==> config.mk <==
export PLATFORM = sky130hd
export DESIGN_NAME = cfi_shadow_stack_stage
export DESIGN_NICKNAME = d
export VERILOG_FILES = /design/src/rtl/cfi_shadow_stack_stage.sv
export SDC_FILE = /design/constraint.sdc
export NUM_CORES = 2
export LEC_CHECK = 0
export CORE_MARGIN = 4
export CORE_UTILIZATION = 55
export DETAILED_ROUTE_END_ITERATION = 7
export HOLD_SLACK_MARGIN = 0.08
export PLACE_DENSITY = 0.73
export SKIP_CTS_REPAIR_TIMING = 1
export SLEW_MARGIN = 20
export SYNTH_ARGS = -nofsm -noshare
export SYNTH_HDL_FRONTEND = slang
export SYNTH_SLANG_ARGS = --single-unit
export TNS_END_PERCENT = 1
==> constraint.sdc <==
create_clock -name clk_i -period 8.9 [get_ports clk_i]
set_input_delay 0.89 -clock clk_i [delete_from_list [all_inputs] [get_ports clk_i]]
set_output_delay 0.89 -clock clk_i [all_outputs]
set_load 0.01 [all_outputs]
==> src/rtl/cfi_shadow_stack_stage.sv <==
// cfi_shadow_stack_stage
//   Control-flow integrity stage on the core commit ports. Committed calls and
//   returns inside [FILTER_LO, FILTER_HI) are queued (several per cycle), then
//   drained one per cycle into a hardware shadow stack. A return whose target
//   differs from the stacked link address, a stack underflow/overflow, or a
//   queue overrun latches a sticky fault that only fault_clear_i releases.
//
// Ports
//   clk_i, rst_i         clock, synchronous active-high reset
//   en_i                 CFI enable (gates qualification and throttling)
//   commit_*_i           per-port valid/ack/kind/pc/addr of retiring instructions
//   fault_clear_i        clears fault and flushes queue + shadow stack
//   cfi_wait_o           commit must not ack (queue cannot take a full group, or fault)
//   cfi_fault_o          sticky fault flag
//   fault_cause_o        0 none, 1 mismatch, 2 underflow, 3 SS overflow, 4 overrun
//   fault_pc_o           pc of the faulting event
//   queue_usage_o        occupied queue entries
//   ss_depth_o           occupied shadow stack entries

// Per-port qualifier: is this commit slot a monitored call/return?
module cfi_qual_lane #(
    parameter int              XLEN      = 64,
    parameter logic [XLEN-1:0] FILTER_LO = 'h8000_0000,
    parameter logic [XLEN-1:0] FILTER_HI = '1
) (
    input  logic            en_i,
    input  logic            valid_i,
    input  logic            ack_i,
    input  logic [1:0]      kind_i,
    input  logic [XLEN-1:0] pc_i,
    output logic            qual_o
);
    assign qual_o = en_i && valid_i && ack_i &&
                    (kind_i == 2'd1 || kind_i == 2'd2) &&
                    (pc_i >= FILTER_LO) && (pc_i < FILTER_HI);
endmodule

module cfi_shadow_stack_stage #(
    parameter int              NR_COMMIT_PORTS  = 2,
    parameter int              NR_QUEUE_ENTRIES = 8,
    parameter int              SS_DEPTH         = 16,
    parameter int              XLEN             = 64,
    parameter logic [XLEN-1:0] FILTER_LO        = 'h8000_0000,
    parameter logic [XLEN-1:0] FILTER_HI        = '1
) (
    input  logic                                      clk_i,
    input  logic                                      rst_i,
    input  logic                                      en_i,
    input  logic [NR_COMMIT_PORTS-1:0]                commit_valid_i,
    input  logic [NR_COMMIT_PORTS-1:0]                commit_ack_i,
    input  logic [NR_COMMIT_PORTS-1:0][1:0]           commit_kind_i,
    input  logic [NR_COMMIT_PORTS-1:0][XLEN-1:0]      commit_pc_i,
    input  logic [NR_COMMIT_PORTS-1:0][XLEN-1:0]      commit_addr_i,
    input  logic                                      fault_clear_i,
    output logic                                      cfi_wait_o,
    output logic                                      cfi_fault_o,
    output logic [2:0]                                fault_cause_o,
    output logic [XLEN-1:0]                           fault_pc_o,
    output logic [$clog2(NR_QUEUE_ENTRIES+1)-1:0]     queue_usage_o,
    output logic [$clog2(SS_DEPTH+1)-1:0]             ss_depth_o
);
    localparam int PTR_W = (NR_QUEUE_ENTRIES > 1) ? $clog2(NR_QUEUE_ENTRIES) : 1;
    localparam int USE_W = $clog2(NR_QUEUE_ENTRIES+1);
    localparam int SP_W  = $clog2(SS_DEPTH+1);

    // ---------------- state ----------------
    logic [1:0]       q_kind [NR_QUEUE_ENTRIES];
    logic [XLEN-1:0]  q_pc   [NR_QUEUE_ENTRIES];
    logic [XLEN-1:0]  q_addr [NR_QUEUE_ENTRIES];
    logic [PTR_W-1:0] wr_ptr, rd_ptr;
    logic [USE_W-1:0] usage;
    logic [XLEN-1:0]  ss_mem [SS_DEPTH];
    logic [SP_W-1:0]  sp;
    logic             fault_q;
    logic [2:0]       cause_q;
    logic [XLEN-1:0]  fpc_q;

    // ---------------- qualification ----------------
    logic [NR_COMMIT_PORTS-1:0] qual;

    for (genvar g = 0; g < NR_COMMIT_PORTS; g++) begin : g_lane
        cfi_qual_lane #(
            .XLEN      (XLEN),
            .FILTER_LO (FILTER_LO),
            .FILTER_HI (FILTER_HI)
        ) u_lane (
            .en_i    (en_i),
            .valid_i (commit_valid_i[g]),
            .ack_i   (commit_ack_i[g]),
            .kind_i  (commit_kind_i[g]),
            .pc_i    (commit_pc_i[g]),
            .qual_o  (qual[g])
        );
    end

    // ---------------- push side ----------------
    // Each qualified port gets a rank (number of qualified lower ports); ranks
    // below the free count are stored, the rank equal to it is the first drop.
    // Free space is taken from registered usage, so a same-cycle pop does not help.
    int               free_cnt;
    int               n_push;
    logic [NR_COMMIT_PORTS-1:0] store;
    logic [PTR_W-1:0] slot [NR_COMMIT_PORTS];
    logic             drop_any;
    logic [XLEN-1:0]  drop_pc;

    always_comb begin
        int cnt;
        cnt      = 0;
        free_cnt = NR_QUEUE_ENTRIES - int'(usage);
        n_push   = 0;
        drop_any = 1'b0;
        drop_pc  = '0;
        for (int i = 0; i < NR_COMMIT_PORTS; i++) begin
            store[i] = 1'b0;
            slot[i]  = PTR_W'((int'(wr_ptr) + cnt) % NR_QUEUE_ENTRIES);
            if (qual[i]) begin
                if (cnt < free_cnt) begin
                    store[i] = 1'b1;
                    n_push   = n_push + 1;
                end else if (cnt == free_cnt) begin
                    drop_any = 1'b1;
                    drop_pc  = commit_pc_i[i];
                end
                cnt = cnt + 1;
            end
        end
    end

    // ---------------- backend ----------------
    logic            pop;
    logic [1:0]      h_kind;
    logic [XLEN-1:0] h_pc, h_addr;
    logic [SP_W-1:0] top_idx;
    logic            ss_push, ss_pop, be_fault;
    logic [2:0]      be_cause;

    assign pop     = (usage != '0) && !fault_q;
    assign h_kind  = q_kind[rd_ptr];
    assign h_pc    = q_pc[rd_ptr];
    assign h_addr  = q_addr[rd_ptr];
    assign top_idx = (sp != '0) ? sp - 1'b1 : '0;

    always_comb begin
        ss_push  = 1'b0;
        ss_pop   = 1'b0;
        be_fault = 1'b0;
        be_cause = 3'd0;
        if (pop) begin
            if (h_kind == 2'd1) begin
                if (int'(sp) < SS_DEPTH) ss_push = 1'b1;
                else begin
                    be_fault = 1'b1;
                    be_cause = 3'd3;
                end
            end else begin
                if (sp == '0) begin
                    be_fault = 1'b1;
                    be_cause = 3'd2;
                end else begin
                    // Pop even on mismatch: the faulting entry is consumed.
                    ss_pop = 1'b1;
                    if (ss_mem[top_idx] != h_addr) begin
                        be_fault = 1'b1;
                        be_cause = 3'd1;
                    end
                end
            end
        end
    end

    // ---------------- sequential ----------------
    always_ff @(posedge clk_i) begin
        if (rst_i || fault_clear_i) begin
            wr_ptr  <= '0;
            rd_ptr  <= '0;
            usage   <= '0;
            sp      <= '0;
            fault_q <= 1'b0;
            cause_q <= 3'd0;
            fpc_q   <= '0;
        end else begin
            for (int i = 0; i < NR_COMMIT_PORTS; i++) begin
                if (store[i]) begin
                    q_kind[slot[i]] <= commit_kind_i[i];
                    q_pc[slot[i]]   <= commit_pc_i[i];
                    q_addr[slot[i]] <= commit_addr_i[i];
                end
            end
            wr_ptr <= PTR_W'((int'(wr_ptr) + n_push) % NR_QUEUE_ENTRIES);
            if (pop) rd_ptr <= PTR_W'((int'(rd_ptr) + 1) % NR_QUEUE_ENTRIES);
            usage <= USE_W'(int'(usage) + n_push - (pop ? 1 : 0));

            if (ss_push) begin
                ss_mem[sp[SP_W-1:0]] <= h_addr;
                sp                   <= sp + 1'b1;
            end else if (ss_pop) begin
                sp <= sp - 1'b1;
            end

            // The backend event is older than any same-cycle overrun, so it wins.
            if (!fault_q) begin
                if (be_fault) begin
                    fault_q <= 1'b1;
                    cause_q <= be_cause;
                    fpc_q   <= h_pc;
                end else if (drop_any) begin
                    fault_q <= 1'b1;
                    cause_q <= 3'd4;
                    fpc_q   <= drop_pc;
                end
            end
        end
    end

    // ---------------- outputs ----------------
    assign cfi_wait_o    = (en_i && ((NR_QUEUE_ENTRIES - int'(usage)) < NR_COMMIT_PORTS)) || fault_q;
    assign cfi_fault_o   = fault_q;
    assign fault_cause_o = cause_q;
    assign fault_pc_o    = fpc_q;
    assign queue_usage_o = usage;
    assign ss_depth_o    = sp;

endmodule

Word level (Yosys, flattened, before mapping)
Memories as Yosys holds them, arrays and structs flattened. A register that Yosys moved wholly into a read port is not among the register bits.
Cells that the tools add are included.
{ "totals": {"ramBits": 2064, "inputBits": 268, "n_memories": 4, "register_bits": 83} }
{ "memory_table": {"columns": ["memory", "depth", "word_bits", "read_ports", "rd_ports_with_merged_regs", "wr", "line", "rtl"], "rows": [
  ["ss_mem", 16, 64, 1, 0, 1, "72", "logic [XLEN-1:0] ss_mem [SS_DEPTH];"],
  ["q_addr", 8, 64, 1, 1, 2, "69", "logic [XLEN-1:0] q_addr [NR_QUEUE_ENTRIES];"],
  ["q_pc", 8, 64, 1, 1, 2, "68", "logic [XLEN-1:0] q_pc [NR_QUEUE_ENTRIES];"],
  ["q_kind", 8, 2, 1, 1, 2, "67", "logic [1:0] q_kind [NR_QUEUE_ENTRIES];"]
]} }
{ "classes": {"addsub": 9, "magnitude_cmp": 8, "muxes": 63, "reduce_logical": 24, "n_bitwise": 1, "eq_ne": 7} }
{ "op_table": {"columns": ["cell", "n"], "rows": [
  ["64-bit 2-to-1 mux", 8],
  ["64-bit by 32-bit greater-or-equal comparator with 1-bit output (second input constant)", 2],
  ["64-bit less-than comparator (second input constant)", 2],
  ["64-bit inequality test", 1],
  ["1-bit 2-to-1 mux", 38],
  ["32-bit zero test", 1],
  ["3-bit 2-to-1 mux", 10],
  ["1-bit logical AND", 12],
  ["4-bit 2-to-1 mux", 3],
  ["5-bit 2-to-1 mux", 2],
  ["3-bit adder", 2],
  ["2-bit by 1-bit equality test with 1-bit output (second input constant)", 3],
  ["5-bit by 1-bit adder with 5-bit output (second input constant)", 1],
  ["2-bit by 5-bit equality test with 1-bit output", 1],
  ["5-bit zero test", 1],
  ["1-bit by 5-bit less-than comparator with 1-bit output (first input constant)", 1],
  ["2-bit by 5-bit less-than comparator with 1-bit output", 1],
  ["5-bit by 3-bit less-than comparator with 1-bit output (second input constant)", 1],
  ["5-bit less-than comparator (second input constant)", 1],
  ["5-bit nonzero test", 1],
  ["4-bit by 4-bit subtractor with 5-bit output (first input constant)", 1],
  ["5-bit by 1-bit subtractor with 5-bit output (second input constant)", 1],
  ["4-bit adder", 1],
  ["2-bit equality test (second input constant)", 2],
  ["10 further kinds", 15]
]} }

Depth between registers and ports, before layout
{ "logic_depth": {"word_depth": 13, "mapped_depth": 25, "ltp_nobuf": 18} }

Cells and area by module
Synthesis repeated with hierarchy kept, for this count alone.
{ "unflattened": {"hier_cells": 5751, "hier_area_um2": 96751.5} }
{ "modules_own_cells": {"columns": ["module", "area_each_um2", "cells_per_inst", "instances"], "rows": [
  ["cfi_shadow_stack_stage", 96278.6, 5679, 1],
  ["cfi_qual_lane", 236.5, 36, 2]
]} }

Worst setup path before layout
No wires, ideal clock.
{ "synth_path": {"path_kind": "register to register", "from": "register with a tool-made name", "to": "memory ss_mem[1][0], enable pin", "period_less_slack_ns": 7.601, "slack_ns": 1.299, "n_path_buf": 5, "arrival_time_ns": 7.036, "path_stages_with_launch": 14, "setup_time_ns": 0.565, "cell_sequence": "dfxtp_1 -> buf_4 -> buf_4 -> buf_2 -> buf_2 -> buf_2 -> nand2_1 -> o32ai_1 -> mux4_2 -> nor2b_1 -> nand2_1 -> nor2_1 -> nand2_1 -> nor3_1"} }
{ "synth_rtl": {"columns": ["item", "line"], "rows": [
  ["end: declaration", "72"]
]} }

Worst setup path after layout
{ "layout_path": {"from": "register sp[0], in the netlist ss_depth_o[0]", "to": "register fpc_q[0], in the netlist fault_pc_o[0]"} }
{ "layout_between": {"elab_chain_len": 10, "elab_cells_between_ends": 15, "classes_between": "add/sub: 1; order compare: 1; eq/ne: 1; mux: 7; reduce/logical: 4; memory: 1"} }
{ "layout_rtl": {"columns": ["item", "line", "rtl"], "rows": [
  ["start: declaration", "73", "logic [SP_W-1:0] sp;"],
  ["start signal: assignment", "196", "sp <= sp + 1'b1;"],
  ["start signal: assignment", "198", "sp <= sp - 1'b1;"],
  ["5-bit by 1-bit subtractor with 5-bit output / 5-bit nonzero test (equally long branches)", null, null],
  ["4-bit 2-to-1 mux", "142", "assign top_idx = (sp != '0) ? sp - 1'b1 : '0;"],
  ["memory 16 x 64 bit", null, null],
  ["64-bit inequality test", "163", "if (ss_mem[top_idx] != h_addr) begin"],
  ["1-bit 2-to-1 mux", "163", null],
  ["1-bit 2-to-1 mux", "157", "if (sp == '0) begin"],
  ["1-bit 2-to-1 mux *", "150", "if (h_kind == 2'd1) begin"],
  ["1-bit 2-to-1 mux *", "149", "if (pop) begin"],
  ["2-bit nonzero test (no source line)", null, null],
  ["2-bit AND reduction (no source line)", null, null],
  ["end signal: assignment", "206", "fpc_q <= h_pc;"],
  ["end signal: assignment", "210", "fpc_q <= drop_pc;"],
  ["end: declaration", "76", "logic [XLEN-1:0] fpc_q;"]
]} }
Mark *: on every way between the ends. The rest lies on a longest branch, timed or not.
A chain may end at the register's enable or synchronous reset.

==> run_results.csv <==
group,metric,value,unit
outcome,status,"finished, final reports clean",
timing,final-hold-violation-count,0,
clocking,clock_latency,0.88,ns
detailed_routing,num_vias,63100,
clocking,cts-htree-levels,4,
clocking,clk_pin_slew,0.06,ns
synthesis,synthXorXnorAreaFrac,0.704,%
clocking,numCtsBuffers,213,
synthesis,ys_seq_area_share,63.2,%
detailed_routing,drtAntennaViolNets,0,
timing,post-route-period-util,75.3,%
hold_path,hp-class,"reg -> reg",
floorplanning,io_pins,346,
synthesis,syn_nets,6693,
clocking,cts_tree,"done",
cells_and_area,final_cell_mix,"edfxtp_1 (2064), mux2_2 (1256), clkdlybuf4s50_1 (345)",
placed_design,place.gp.congestion,0.893,
worst_setup_path,arrival,7.50,ns
synthesis,synth.distinct_cells,95,
synthesis,synth_top_family_by_area,"multiplexers",
power_and_ir_drop,leakage,35.1,nW
flow_run,drv_cap,0,
cells_and_area,fillers,13000,
worst_setup_path,worstSetupPathType,"reg -> reg",
global_routing,antenna_found_initial,25,
detailed_routing,avgRoutedWirePerCell,33.0,um
synthesis,syn_area_per_cell,15.7,um2
global_routing,grt_pass1_wl,434000,um
synthesis,yosys_warnings,0,
detailed_routing,routed_wl,298000,um
placed_design,port_buffers,345,
worst_setup_path,crit_path_max_fanout,112,
timing,fin_ws,2.20,ns
detailed_routing,drc_errors,0,
synthesis,synth_edf_count,2064,
synthesis,synthAdderAreaFrac,0.288,%
floorplanning,row_count,156,
cells_and_area,area_delta_synth_final,12.1,%
timing,fmax,149,MHz
synthesis,synth_cells,6403,
cells_and_area,utilization,62.2,%
timing,setup_viol,0,
global_routing,grt-ovfl-total,0,
worst_setup_path,startpoint_type,"flop",
synthesis,synth_mux_area_share,21.5,%
floorplanning,die_y,436,um
detailed_routing,drt-vias-per-instance,6.99,
cells_and_area,layout_commonest_cell,"edfxtp_1",
global_routing,grt_usage,30.8,%
timing,fin_setup_tns,0,ns
timing,slew_headroom,22.0,%
detailed_routing,drt_iter0_markers,9540,
cells_and_area,multiInputGateArea,0.0344,mm2
synthesis,syn-cell-area,0.101,mm2
power_and_ir_drop,irDropWorstVdd,0.197,mV
global_routing,grt_pass1_vias,62700,
floorplanning,die_area,0.190,mm2
placed_design,dp.final_hpwl,165000,um
timing,final_max_slew_viol_count,0,
worst_setup_path,endpoint_kind,"flop",
placed_design,pre_cts_ws,2.39,ns
clocking,cts_root_buffer,"clkbuf_16",
synthesis,ys.flop_type,"edfxtp_1",
global_routing,grt_max_degree,113,
synthesis,async_flop_share,0,%
cells_and_area,final_layout_size_suffix_gt1_share,30.5,%
timing,finalCriticalPeriod,6.70,ns
synthesis,synth_compound_area_share,7.27,%
clocking,clock_sinks,2150,
timing,grt_setup_unrepaired,"no",
clocking,clockBufferDepth,3,
cells_and_area,seq_area,0.0637,mm2
timing,finalClockSkew,0.0388,ns
synthesis,ys_ff_latch,2150,
floorplanning,initial_utilization,55.5,%
floorplanning,core,0.182,mm2
cells_and_area,fin_nets,6756,
detailed_routing,first_pass_iters,7,
timing,holdWs,0.499,ns
synthesis,synthSimpleGateAreaFrac,3.99,%
floorplanning,fp.dieW,436,um
timing,tightestPinTransition,1.16,ns
worst_setup_path,worst_ep_required_time,9.70,ns
power_and_ir_drop,power_density,221,mW/mm2
[per-layer routing]
layer | share of wire, % | vias to the layer above | wire length [um] | track usage (%)
li1 | - | 26000 | - | -
met1 | 38 | 32200 | 114000 | 42.6
met2 | 46 | 4163 | 137000 | 47.6
met3 | 11 | 773 | 33800 | 6.85
met4 | 4.3 | 26 | 12900 | 12.6
met5 | 0.065 | - | 195 | 0
[final timing paths]
check	startpoint	endpoint	slack, ns	cells past startpoint
max	ss_depth_o[0]$_SDFFE_PP0P_	fault_pc_o[0]$_SDFFE_PP0P_	2.20	14
min	fault_pc_o[47]$_SDFFE_PP0P_	fault_pc_o[47]$_SDFFE_PP0P_	0.50	2
max reg2reg	ss_depth_o[0]$_SDFFE_PP0P_	fault_pc_o[0]$_SDFFE_PP0P_	2.20	14
min reg2reg	fault_pc_o[47]$_SDFFE_PP0P_	fault_pc_o[47]$_SDFFE_PP0P_	0.50	2
[stage by stage]
stage	cell area [um2]	power [mW]	instances
finish	113000	25.0	9027
global route	113000	25.7	9024
CTS	113000	24.9	9014
detailed placement	106000	16.3	8621
global placement	106000	16.2	8620
floorplan	101000	14.6	6403
[Yosys cell counts (10+ instances only)]
library cell / number / area, um2
edfxtp_1: 2064 / 62000
mux2_2: 1256 / 14100
clkbuf_1: 318 / 1190
mux4_2: 261 / 5880
nand2_1: 188 / 706
mux2i_1: 169 / 1690
o21ai_0: 165 / 826
buf_2: 152 / 761
a21oi_1: 139 / 696
buf_1: 124 / 465
nand4_1: 116 / 726
nor2_1: 108 / 405
nand3_1: 99 / 495
a211oi_1: 87 / 653
dfxtp_1: 86 / 1720
a22o_1: 68 / 596
a32o_1: 65 / 651
a41oi_1: 64 / 561
o311ai_1: 64 / 561
and3_1: 63 / 394
xnor2_1: 60 / 526
inv_1: 58 / 218
a221oi_1: 48 / 420
o22ai_1: 48 / 300
nor3_1: 41 / 205
o221ai_1: 37 / 324
and2_1: 33 / 206
nor4_1: 32 / 200
buf_4: 29 / 218
nand2b_1: 27 / 169
a31oi_1: 22 / 138
o211ai_1: 22 / 165
xor2_1: 21 / 184
ha_1: 20 / 250
o31ai_1: 19 / 143
or3_1: 19 / 119
a22oi_1: 17 / 128
buf_6: 14 / 158
o32ai_1: 14 / 123
nor2b_1: 12 / 75.1
a21o_1: 11 / 82.6
o2bb2ai_1: 10 / 87.6
[flip-flops by register name, summed over array words and instances (netlist names), 3 cells and up, named ones only]
| name | cells |
|---|---|
| ss_mem | 1024 |
| q_addr | 512 |
| q_pc | 512 |
| fault_pc_o | 64 |
| q_kind | 16 |
| ss_depth_o | 5 |
| queue_usage_o | 4 |
| fault_cause_o | 3 |
| rd_ptr | 3 |
| wr_ptr | 3 |
[cells by family after synthesis]
kind of cell	count (synthesis)
AO/OA/AOI/OAI	994
XOR/XNOR	81
adder cells (fa/ha/maj)	22
buffers and inverters	697
flip-flops	2150
multiplexers	1686
AND/OR/NAND/NOR	773
[critical path: stages (launching register included)]
cell	delay [ns]
dfxtp_4	0.69
buf_12	0.55
buf_4	0.66
nand2b_1	0.50
nor2_1	0.30
a221oi_1	0.59
a221oi_1	0.16
o32ai_1	0.48
xnor2_1	0.34
a2111oi_1	0.48
buf_4	0.23
and3_4	0.59
buf_4	0.48
a41oi_1	0.19
nand3_1	0.14
[layout make-up]
| cell class | count | area share (%) |
|---|---|---|
| multi-input cells | 3556 | 30.5 |
| diodes | 13 | 0.0288 |
| flip-flops and latches | 2150 | 56.4 |
| clock inverters | 127 | 0.921 |
| well taps | 2370 | 2.63 |
| inverters | 59 | 0.201 |
| clock buffers | 266 | 5.03 |
| repair buffers | 486 | 4.31 |
[power by group]
group	switching (mW)	internal (mW)	leakage [nW]	total [mW]
Combinational	2.92	1.74	12.6	4.66
Sequential	0.129	11.4	19.2	11.5
Clock	3.91	4.87	3.29	8.78
Total	6.96	18.0	35.1	25.0
(Power assumes the default switching activity.)
